`src/rtl/rf_arb_pkg.sv`:
```
// Shared types for the register-file write arbiter.
//   REG_W / REG_ZERO : register address width and the hardwired-zero register
//   DATA_W           : register data width
//   grant_e          : which source owns the write port this cycle
//   wr_entry_t       : buffered LLU result {destination, data}
package rf_arb_pkg;

   localparam int              REG_W    = 5;
   localparam logic [REG_W-1:0] REG_ZERO = 5'd0;
   localparam int              DATA_W   = 32;

   typedef enum logic [1:0] {
      GNT_NONE,
      GNT_WB,
      GNT_FIFO,
      GNT_LL
   } grant_e;

   typedef struct packed {
      logic [REG_W-1:0]  rd;
      logic [DATA_W-1:0] data;
   } wr_entry_t;

endpackage

```
`src/rtl/rf_wr_fifo.sv`:
```
// Synchronous FIFO holding LLU results waiting for the register-file write port.
//   clk, reset  : clock, synchronous active-high reset (empties the FIFO)
//   push        : enqueue push_entry (ignored when full unless popping too)
//   push_entry  : {destination, data} to enqueue
//   pop         : dequeue the head (ignored when empty)
//   head        : current head entry, valid when count != 0
//   count       : occupancy, 0..DEPTH
module rf_wr_fifo
   import rf_arb_pkg::*;
#(
   parameter int DEPTH = 2
) (
   input  logic                     clk,
   input  logic                     reset,
   input  logic                     push,
   input  wr_entry_t                push_entry,
   input  logic                     pop,
   output wr_entry_t                head,
   output logic [$clog2(DEPTH):0]   count
);

   localparam int PTR_W = $clog2(DEPTH);
   localparam int CNT_W = PTR_W + 1;

   wr_entry_t        r_mem [DEPTH];
   logic [PTR_W-1:0] r_rd_ptr;
   logic [PTR_W-1:0] r_wr_ptr;
   logic [CNT_W-1:0] r_count;

   logic w_empty;
   logic w_full;
   logic w_do_push;
   logic w_do_pop;

   assign w_empty   = (r_count == '0);
   assign w_full    = (r_count == CNT_W'(DEPTH));
   assign w_do_pop  = pop && !w_empty;
   assign w_do_push = push && (!w_full || w_do_pop);

   // Storage carries no reset; occupancy and pointers define validity.
   always_ff @(posedge clk) begin
      if (w_do_push) begin
         r_mem[r_wr_ptr] <= push_entry;
      end
   end

   // Pointers wrap naturally because DEPTH is a power of two.
   always_ff @(posedge clk) begin
      if (reset) begin
         r_rd_ptr <= '0;
         r_wr_ptr <= '0;
         r_count  <= '0;
      end else begin
         if (w_do_push) begin
            r_wr_ptr <= r_wr_ptr + 1'b1;
         end
         if (w_do_pop) begin
            r_rd_ptr <= r_rd_ptr + 1'b1;
         end
         if (w_do_push && !w_do_pop) begin
            r_count <= r_count + 1'b1;
         end else if (w_do_pop && !w_do_push) begin
            r_count <= r_count - 1'b1;
         end
      end
   end

   assign head  = r_mem[r_rd_ptr];
   assign count = r_count;

endmodule

```
`src/rtl/rf_write_arbiter.sv`:
```
// Register-file write-port arbiter between pipeline writeback (WB) and the
// long-latency unit (LLU) result bus, with an LLU result FIFO and a
// per-register pending scoreboard for decode hazard detection.
//   clk, reset                  : clock, synchronous active-high reset
//   wb_we/wb_addr/wb_data       : writeback request; wb_stall denies it this cycle
//   ll_issue/ll_issue_reg       : LLU op issued from decode, marks its destination pending
//   ll_valid/ll_reg/ll_data     : LLU result; accepted when ll_valid && ll_ready
//   rw/write_add/data_in        : register-file write port
//   rs_D/rt_D, busy_rs/busy_rt  : decode source lookup into the scoreboard
//   pend_count                  : FIFO occupancy
module rf_write_arbiter
   import rf_arb_pkg::*;
#(
   parameter int DEPTH   = 2,
   parameter int AGE_MAX = 4
) (
   input  logic                   clk,
   input  logic                   reset,
   input  logic                   wb_we,
   input  logic [REG_W-1:0]       wb_addr,
   input  logic [DATA_W-1:0]      wb_data,
   output logic                   wb_stall,
   input  logic                   ll_issue,
   input  logic [REG_W-1:0]       ll_issue_reg,
   input  logic                   ll_valid,
   input  logic [REG_W-1:0]       ll_reg,
   input  logic [DATA_W-1:0]      ll_data,
   output logic                   ll_ready,
   output logic                   rw,
   output logic [REG_W-1:0]       write_add,
   output logic [DATA_W-1:0]      data_in,
   input  logic [REG_W-1:0]       rs_D,
   input  logic [REG_W-1:0]       rt_D,
   output logic                   busy_rs,
   output logic                   busy_rt,
   output logic [$clog2(DEPTH):0] pend_count
);

   localparam int CNT_W = $clog2(DEPTH) + 1;
   localparam int AGE_W = (AGE_MAX < 1) ? 1 : $clog2(AGE_MAX + 1);

   wr_entry_t        w_fifo_head;
   wr_entry_t        w_ll_entry;
   logic [CNT_W-1:0] w_fifo_count;
   logic             w_fifo_empty;
   logic             w_push;
   logic             w_pop;
   logic             w_ll_accept;
   logic             w_wb_req;
   logic             w_force;
   grant_e           w_grant;
   logic [31:0]      w_pend_set;
   logic [31:0]      w_pend_clr;

   // Head age kept as cycles-remaining: AGE_MAX means a fresh head, 0 means
   // the head has waited AGE_MAX cycles and may preempt writeback.
   logic [AGE_W-1:0] r_age_left;
   logic             r_forced_last;
   logic [31:0]      r_pend;

   assign w_ll_entry   = {ll_reg, ll_data};
   assign w_fifo_empty = (w_fifo_count == '0);
   assign w_wb_req     = wb_we && (wb_addr != REG_ZERO);
   assign w_force      = !w_fifo_empty && (r_age_left == '0) && !r_forced_last;

   // ll_ready depends on registered occupancy only.
   assign ll_ready    = (w_fifo_count < CNT_W'(DEPTH));
   assign w_ll_accept = ll_valid && ll_ready;

   always_comb begin
      w_grant = GNT_NONE;
      if (w_force) begin
         w_grant = GNT_FIFO;
      end else if (w_wb_req) begin
         w_grant = GNT_WB;
      end else if (!w_fifo_empty) begin
         w_grant = GNT_FIFO;
      end else if (ll_valid) begin
         w_grant = GNT_LL;
      end
   end

   // A zero destination still consumes its grant slot but never writes.
   always_comb begin
      rw         = 1'b0;
      write_add  = REG_ZERO;
      data_in    = '0;
      w_pend_clr = '0;
      case (w_grant)
         GNT_WB: begin
            rw        = 1'b1;
            write_add = wb_addr;
            data_in   = wb_data;
         end
         GNT_FIFO: begin
            rw                          = (w_fifo_head.rd != REG_ZERO);
            write_add                   = w_fifo_head.rd;
            data_in                     = w_fifo_head.data;
            w_pend_clr[w_fifo_head.rd]  = 1'b1;
         end
         GNT_LL: begin
            rw                  = (ll_reg != REG_ZERO);
            write_add           = ll_reg;
            data_in             = ll_data;
            w_pend_clr[ll_reg]  = 1'b1;
         end
         default: ;
      endcase
   end

   always_comb begin
      w_pend_set = '0;
      if (ll_issue) begin
         w_pend_set[ll_issue_reg] = 1'b1;
      end
   end

   assign wb_stall = w_force && wb_we;
   assign w_pop    = (w_grant == GNT_FIFO);
   assign w_push   = w_ll_accept && (w_grant != GNT_LL);

   rf_wr_fifo #(
      .DEPTH (DEPTH)
   ) u_fifo (
      .clk        (clk),
      .reset      (reset),
      .push       (w_push),
      .push_entry (w_ll_entry),
      .pop        (w_pop),
      .head       (w_fifo_head),
      .count      (w_fifo_count)
   );

   always_ff @(posedge clk) begin
      if (reset) begin
         r_age_left    <= AGE_W'(AGE_MAX);
         r_forced_last <= 1'b0;
         r_pend        <= '0;
      end else begin
         if (w_pop) begin
            r_age_left <= AGE_W'(AGE_MAX);
         end else if (!w_fifo_empty && (r_age_left != '0)) begin
            r_age_left <= r_age_left - 1'b1;
         end
         r_forced_last <= w_force;
         // Set after clear so a same-cycle reissue keeps the bit; bit 0 never pends.
         r_pend <= ((r_pend & ~w_pend_clr) | w_pend_set) & ~32'h1;
      end
   end

   assign busy_rs    = r_pend[rs_D];
   assign busy_rt    = r_pend[rt_D];
   assign pend_count = w_fifo_count;

endmodule

```
`config.mk`:
```
export PLATFORM = sky130hd
export DESIGN_NAME = rf_write_arbiter
export DESIGN_NICKNAME = d
export VERILOG_FILES = /design/src/rtl/rf_arb_pkg.sv /design/src/rtl/rf_wr_fifo.sv /design/src/rtl/rf_write_arbiter.sv
export SDC_FILE = /design/constraint.sdc
export NUM_CORES = 1
export LEC_CHECK = 0
export ABC_AREA = 0
export CORE_MARGIN = 2
export CORE_UTILIZATION = 50
export CTS_BUF_LIST = sky130_fd_sc_hd__clkbuf_4
export CTS_CLUSTER_DIAMETER = 200
export DETAILED_ROUTE_END_ITERATION = 12
export DONT_BUFFER_PORTS = 1
export SLEW_MARGIN = 20
export SYNTH_ARGS = -nofsm -noshare
export SYNTH_HDL_FRONTEND = slang
export SYNTH_SLANG_ARGS = --single-unit
```
`constraint.sdc`:
```
create_clock -name clk -period 3.9 [get_ports clk]
set_clock_uncertainty 0.1 [all_clocks]
set_input_delay 0.195 -clock clk [delete_from_list [all_inputs] [get_ports clk]]
set_output_delay 0.195 -clock clk [all_outputs]
set_load 0.01 [all_outputs]
```
[Word-level counts from Yosys, hierarchy flattened]
Memories as Yosys holds them, arrays and structs flattened. A register that Yosys moved wholly into a read port is not among the register bits.
Cells that the tools add are included.
Storage, ports and cells
  memories kept: 1
  bits in writable memories: 74
  output and inout bits: 44
  input port bits: 94
  logic and storage cells: 83
  register bits: 40
Memory list
  u_fifo.r_mem: words 2, bits a word 37, rd ports 1, clocked after Yosys merged registers in 1, write ports 1, line rf_wr_fifo.sv:25  | wr_entry_t r_mem [DEPTH];
Cells by class
  bitwise operators: 3
  mux-type cells: 25
  reduce and logical (&&, ||, !) cells: 28
  add/subtract/negate cells: 5
  magnitude comparators: 9
  eq/ne operators: 5
Operator list (number)
  32-bit case mux with 3 select lines: 1
  32-bit case mux with 2 select lines: 1
  32-bit bitwise AND: 1
  32-bit two-way mux: 1
  32-bit inverter: 1
  32-bit OR: 1
  5-bit by 6-bit less-than comparator with 1-bit output (second input constant): 5
  1-bit demux with 5-bit select: 3
  5-bit by 1-bit greater-or-equal comparator with 1-bit output (second input constant): 3
  5-bit case mux with 3 select lines: 1
  5-bit nonzero test: 3
  1-bit logical AND: 14
  2-bit two-way mux: 6
  1-bit binary-select mux with 5-bit select: 2
  1-bit two-way mux: 9
  2-bit equality test (second input constant): 3
  1-bit zero test: 5
  3-bit zero test: 1
  1-bit case mux with 3 select lines: 1
  3-bit nonzero test: 1
  3-bit by 1-bit subtractor with 3-bit output (second input constant): 1
  1-bit adder (second input constant): 2
  2-bit by 1-bit adder with 2-bit output (second input constant): 1
  2-bit by 1-bit equality test with 1-bit output (second input constant): 1
  7 further kinds: 7

[Logic depth before layout (Yosys ltp)]
  word-level depth: 13
  mapped depth: 11
  gate-level depth less buffers: 10

[By module]
A second synthesis with hierarchy kept.
Unflattened totals
  cells, all modules: 556
  area, all modules: 6194.7 sq um
By module, submodules not included
  rf_write_arbiter: sequential area each 700.7 sq um, times used 1, cells an instance 418, area an instance 3296.9 sq um
  rf_wr_fifo: sequential area each 2322.2 sq um, times used 1, cells an instance 138, area an instance 2897.8 sq um

[Worst setup path after synthesis]
Ideal clock, no wire load.
  path type: register to register
  start: register u_fifo.r_count[0], in the netlist u_fifo.count[0]
  end: memory u_fifo.r_mem[0][0] in the netlist's numbering (enable)
  buffers on the path: 1
  library setup time: 0.436 ns
  required time: 3.364 ns
  period minus slack after synthesis: 3.163 ns
  stages on the path, launching flop included: 5
  path slack: 0.737 ns
  arrival: 2.627 ns
  cells stage by stage: dfxtp_1 > clkbuf_1 > inv_1 > a21oi_1 > nor2b_1
On the way
  longest elaborated chain between the ends: 11
  elaborated cells between the ends (all ways): 19
  those cells by class: order compare (1); eq/ne (3); mux (5); reduce/logical (10)
Ends and longest elaborated chain
  start, declared: line rf_wr_fifo.sv:28  | logic [CNT_W-1:0] r_count;
  start signal, assigned: line rf_wr_fifo.sv:61  | r_count <= r_count + 1'b1;
  start signal, assigned: line rf_wr_fifo.sv:63  | r_count <= r_count - 1'b1;
  2-bit zero test: line rf_wr_fifo.sv:35, rf_write_arbiter.sv:62
  1-bit zero test: line rf_wr_fifo.sv:37, rf_write_arbiter.sv:64
  1-bit logical AND (2 in series): line rf_write_arbiter.sv:64  | assign w_force = !w_fifo_empty && (r_age_left == '0) && !r_forced_last;
  2-bit two-way mux: line rf_write_arbiter.sv:72  | if (w_force) begin
  2-bit equality test: line rf_write_arbiter.sv:119  | assign w_pop = (w_grant == GNT_FIFO);
  1-bit logical AND: line rf_wr_fifo.sv:37  | assign w_do_pop = pop && !w_empty;
  1-bit logical OR: line rf_wr_fifo.sv:38  | assign w_do_push = push && (!w_full || w_do_pop);
  1-bit logical AND *: line rf_wr_fifo.sv:38
  1-bit two-way mux *: line rf_wr_fifo.sv:42  | if (w_do_push) begin
  1-bit two-way mux (not written as such) *: line rf_wr_fifo.sv:43  | r_mem[r_wr_ptr] <= push_entry;
  end, declared: line rf_wr_fifo.sv:25
Mark *: on every way between the ends. The rest lies on a longest branch, timed or not.

[Final worst setup path]
  start: register r_age_left[0]
  end: output write_add[3]
On the way
  longest elaborated chain between the ends: 6
  elaborated cells between the ends (all ways): 8
  those cells by class: eq/ne (3); mux (2); reduce/logical (3)
Ends and longest elaborated chain
  start, declared: line rf_write_arbiter.sv:57  | logic [AGE_W-1:0] r_age_left;
  start signal, assigned: line rf_write_arbiter.sv:136  | r_age_left <= AGE_W'(AGE_MAX);
  start signal, assigned: line rf_write_arbiter.sv:141  | r_age_left <= AGE_W'(AGE_MAX);
  start signal, assigned: line rf_write_arbiter.sv:143  | r_age_left <= r_age_left - 1'b1;
  3-bit zero test *: line rf_write_arbiter.sv:64
  1-bit logical AND * (2 in series): line rf_write_arbiter.sv:64
  2-bit two-way mux *: line rf_write_arbiter.sv:72
  2-bit equality test / 2-bit by 1-bit equality test with 1-bit output (equally long branches): line rf_write_arbiter.sv:89  | case (w_grant)
  5-bit case mux with 3 select lines *: line rf_write_arbiter.sv:89
  end, declared: line rf_write_arbiter.sv:30  | output logic [REG_W-1:0] write_add,
Marked as above.

==> run summary <==
Hold Vio Cnt, Final -> 0
Vias in the first global route -> 5,150
Worst-Margin Slew -> 0.948 ns
Synth area leaders -> edfxtp_1 35%, dfxtp_1 13%, mux2i_1 11%
Post_cts resized -> 0
Top-area cell type share of the netlist area -> 0.354
Clock latency on the worst-skew pair -> 0.55 ns
Gr usage total -> 0.269
Chip Height -> 116 um
Synthesis Warnings -> 0
Avg Inst Size Synth -> 11.3 um2
Synth Area in Adders -> 0.00598
Top cell type by total area after synthesis -> edfxtp_1
Tmin final -> 3.12 ns
Setup tns final -> 0 ns
CP Launch Type -> flip-flop
RSZ-0062 raised after global routing -> no
Final Max Tran Viols -> 0
Final core utilization -> 0.595
Post-Synth XOR/XNOR Area -> 0.00419
Drt initial violations -> 451
DR pass1 iterations -> 5
Crit path required time -> 3.61 ns
Sink Count -> 114
Power per cell area -> 491 nW/um2
DP Wirelength -> 11.3 mm
Final period utilization -> 0.799
Final Wtd Congestion -> 0.919
Peak supply drop -> 0.296 mV
Post-synth cell types -> 54
CTS buffer count -> 17
Clock Path Buffers -> 2
Share of layout cells above drive strength 1 -> 0.139
Mux cell area share after synthesis -> 0.168
Dominant cell by count in the synthesized netlist -> edfxtp_1
Synth Area in Simple Gates -> 0.153
Starting Density -> 0.518
Setup Fix Bufs, Post-CTS -> 0
Kind of critical path -> reg2out
Final Hold Slack -> 0.0287 ns
Main combinational cell family by area after synthesis -> multiplexers
# DRC -> 0
CTS Root Cell -> clkbuf_4
Complex-gate fraction of the synthesized area -> 0.150
Die area -> 13,500 um2
Vias per cell -> 6.52
Vias -> 5,054
Die X -> 116 um
TritonCTS clock tree -> built
Grt ovf -> 0
Initial antenna violation count -> 1
Status -> finished clean
Synth async-reset ratio -> 0
# IOs -> 138
Number of synthesized flops with an enable pin -> 74
Dominant synthesized flop cell -> edfxtp_1
Gate Count Post-Synth -> 555
Synth Net Count -> 652
Inst Count DP -> 687
Synthesized area -> 6280 um2
Non-filler cells, final -> 775
Synth-to-layout area growth -> 14.8%
Num rows -> 40
Leakage -> 2.31 nW
Seq/Total Area, Yosys -> 0.482
Largest net degree at the start of global routing -> 38
Number of fill cells in the layout -> 1,027
Final ANT Viol Nets -> 0
Routed len/inst -> 22.2 um
Final setup fails -> 0
Crit path max fanout -> 33
Design Power -> 0.00354 W
Core area -> 12,100 um2
#FFs+latches synth -> 114
Max Cap Viol -> 0
PortBufs -> 0
Crit. End Element -> output pin
Fmax -> 321 MHz
Htree depth -> 4
Post-synth top cells -> 74 x edfxtp_1, 66 x mux2i_1, 52 x o22ai_1
Routed WL -> 17.2 mm
First-pass GRT wire length -> 27.2 mm
WP data arrival -> 2.82 ns
Worst-path clk slew -> 0.10 ns
# nets final -> 691
Slew margin rel. -> 0.368
Min-Delay Path Class -> in2reg
[cell usage in the layout, fill, tap and decap left out, types with 17 or more instances in the layout]
cell	netlist	routed
edfxtp_1	74	74
mux2i_1	66	66
dlygate4sd3_1	0	56
o22ai_1	52	52
dfxtp_1	40	39
and2_1	31	30
nor3_1	29	29
o311ai_0	20	20
clkbuf_4	0	19
nand2_1	17	17
[layout make-up]
type | instances | area [um2] | area share
repair buffers | 65 | 628 | 0.0872
inverters | 8 | 30.0 | 0.00417
diodes | 1 | 2.50 | 0.000347
well taps | 168 | 210 | 0.0292
multi-input cells | 388 | 3050 | 0.423
clock buffers | 19 | 143 | 0.0198
flip-flops and latches | 114 | 3020 | 0.420
clock inverters | 12 | 118 | 0.0163
[power breakdown]
part	total [W]	internal, W	switching, W	leakage, nW
sequential	0.00152	0.00142	0.0000925	1.00
clock	0.000829	0.000380	0.000449	0.137
combinational	0.00120	0.000440	0.000755	1.17
[critical path: stages (launching register included)]
cell and delay [ns]:
dfxtp_1 0.33, inv_1 0.09, ha_1 0.19, or3b_2 0.52, o211a_4 0.30, nor2_2 0.20, inv_1 0.06, buf_4 0.24
o22ai_1 0.36
[what timing repair did]
item	CTS	global route
hold buffers	56	0
hold endpoints to repair	114	0
setup endpoints to repair	0	0
[worst paths after layout]
path              slack, ns                     to  depth (start not counted)                       start
hold reg to reg        0.42  r_pend[20]$_SDFF_PP0_                          2       r_pend[20]$_SDFF_PP0_
setup reg to reg       0.82  r_pend[10]$_SDFF_PP0_                          7  r_age_left[0]$_SDFFE_PP0P_
setup / recovery       0.78           write_add[3]                          8  r_age_left[0]$_SDFFE_PP0P_
hold / removal         0.03   r_pend[1]$_SDFF_PP0_                          3             ll_issue_reg[1]
[kinds of logic (layout without fill, tap and decap cells)]
kind of cell	Yosys count	count (layout)
DFF	114	114
adders and majority gates	3	3
AOI/OAI and AO/OA	130	130
buffers and inverters	53	104
and+or+nand+nor	165	165
muxes	87	87
xor gates and xnor gates	3	3
other	0	1
[through the flow]
| stage | setup WS, ns | area (um2) |
|---|---|---|
| after global placement | 1.08 | 6380 |
| final | 0.782 | 7200 |
| after CTS | 0.763 | 7200 |
| after global routing | 0.604 | 7200 |
| after detailed placement | 0.979 | 6380 |
| after floorplan | 0.737 | 6280 |
[sequential cells by signal (all words and copies together), names as in the netlist, named ones only]
name	cells
r_age_left	3
r_pend	31
u_fifo.count	2
u_fifo.r_mem	74
r_forced_last	1
u_fifo.r_wr_ptr	1
u_fifo.r_rd_ptr	1
[metal layers]
layer / wire length [um] / part of all wire / track usage / up-vias
li1: - / - / - / 2303
met1: 7060 / 0.41 / 0.348 / 2418
met2: 8030 / 0.47 / 0.414 / 273
met3: 1440 / 0.084 / 0.0722 / 60
met4: 675 / 0.039 / 0.141 / 0
met5: 0 / 0 / 0 / -
Note: power is estimated with default switching activity, not from simulation.
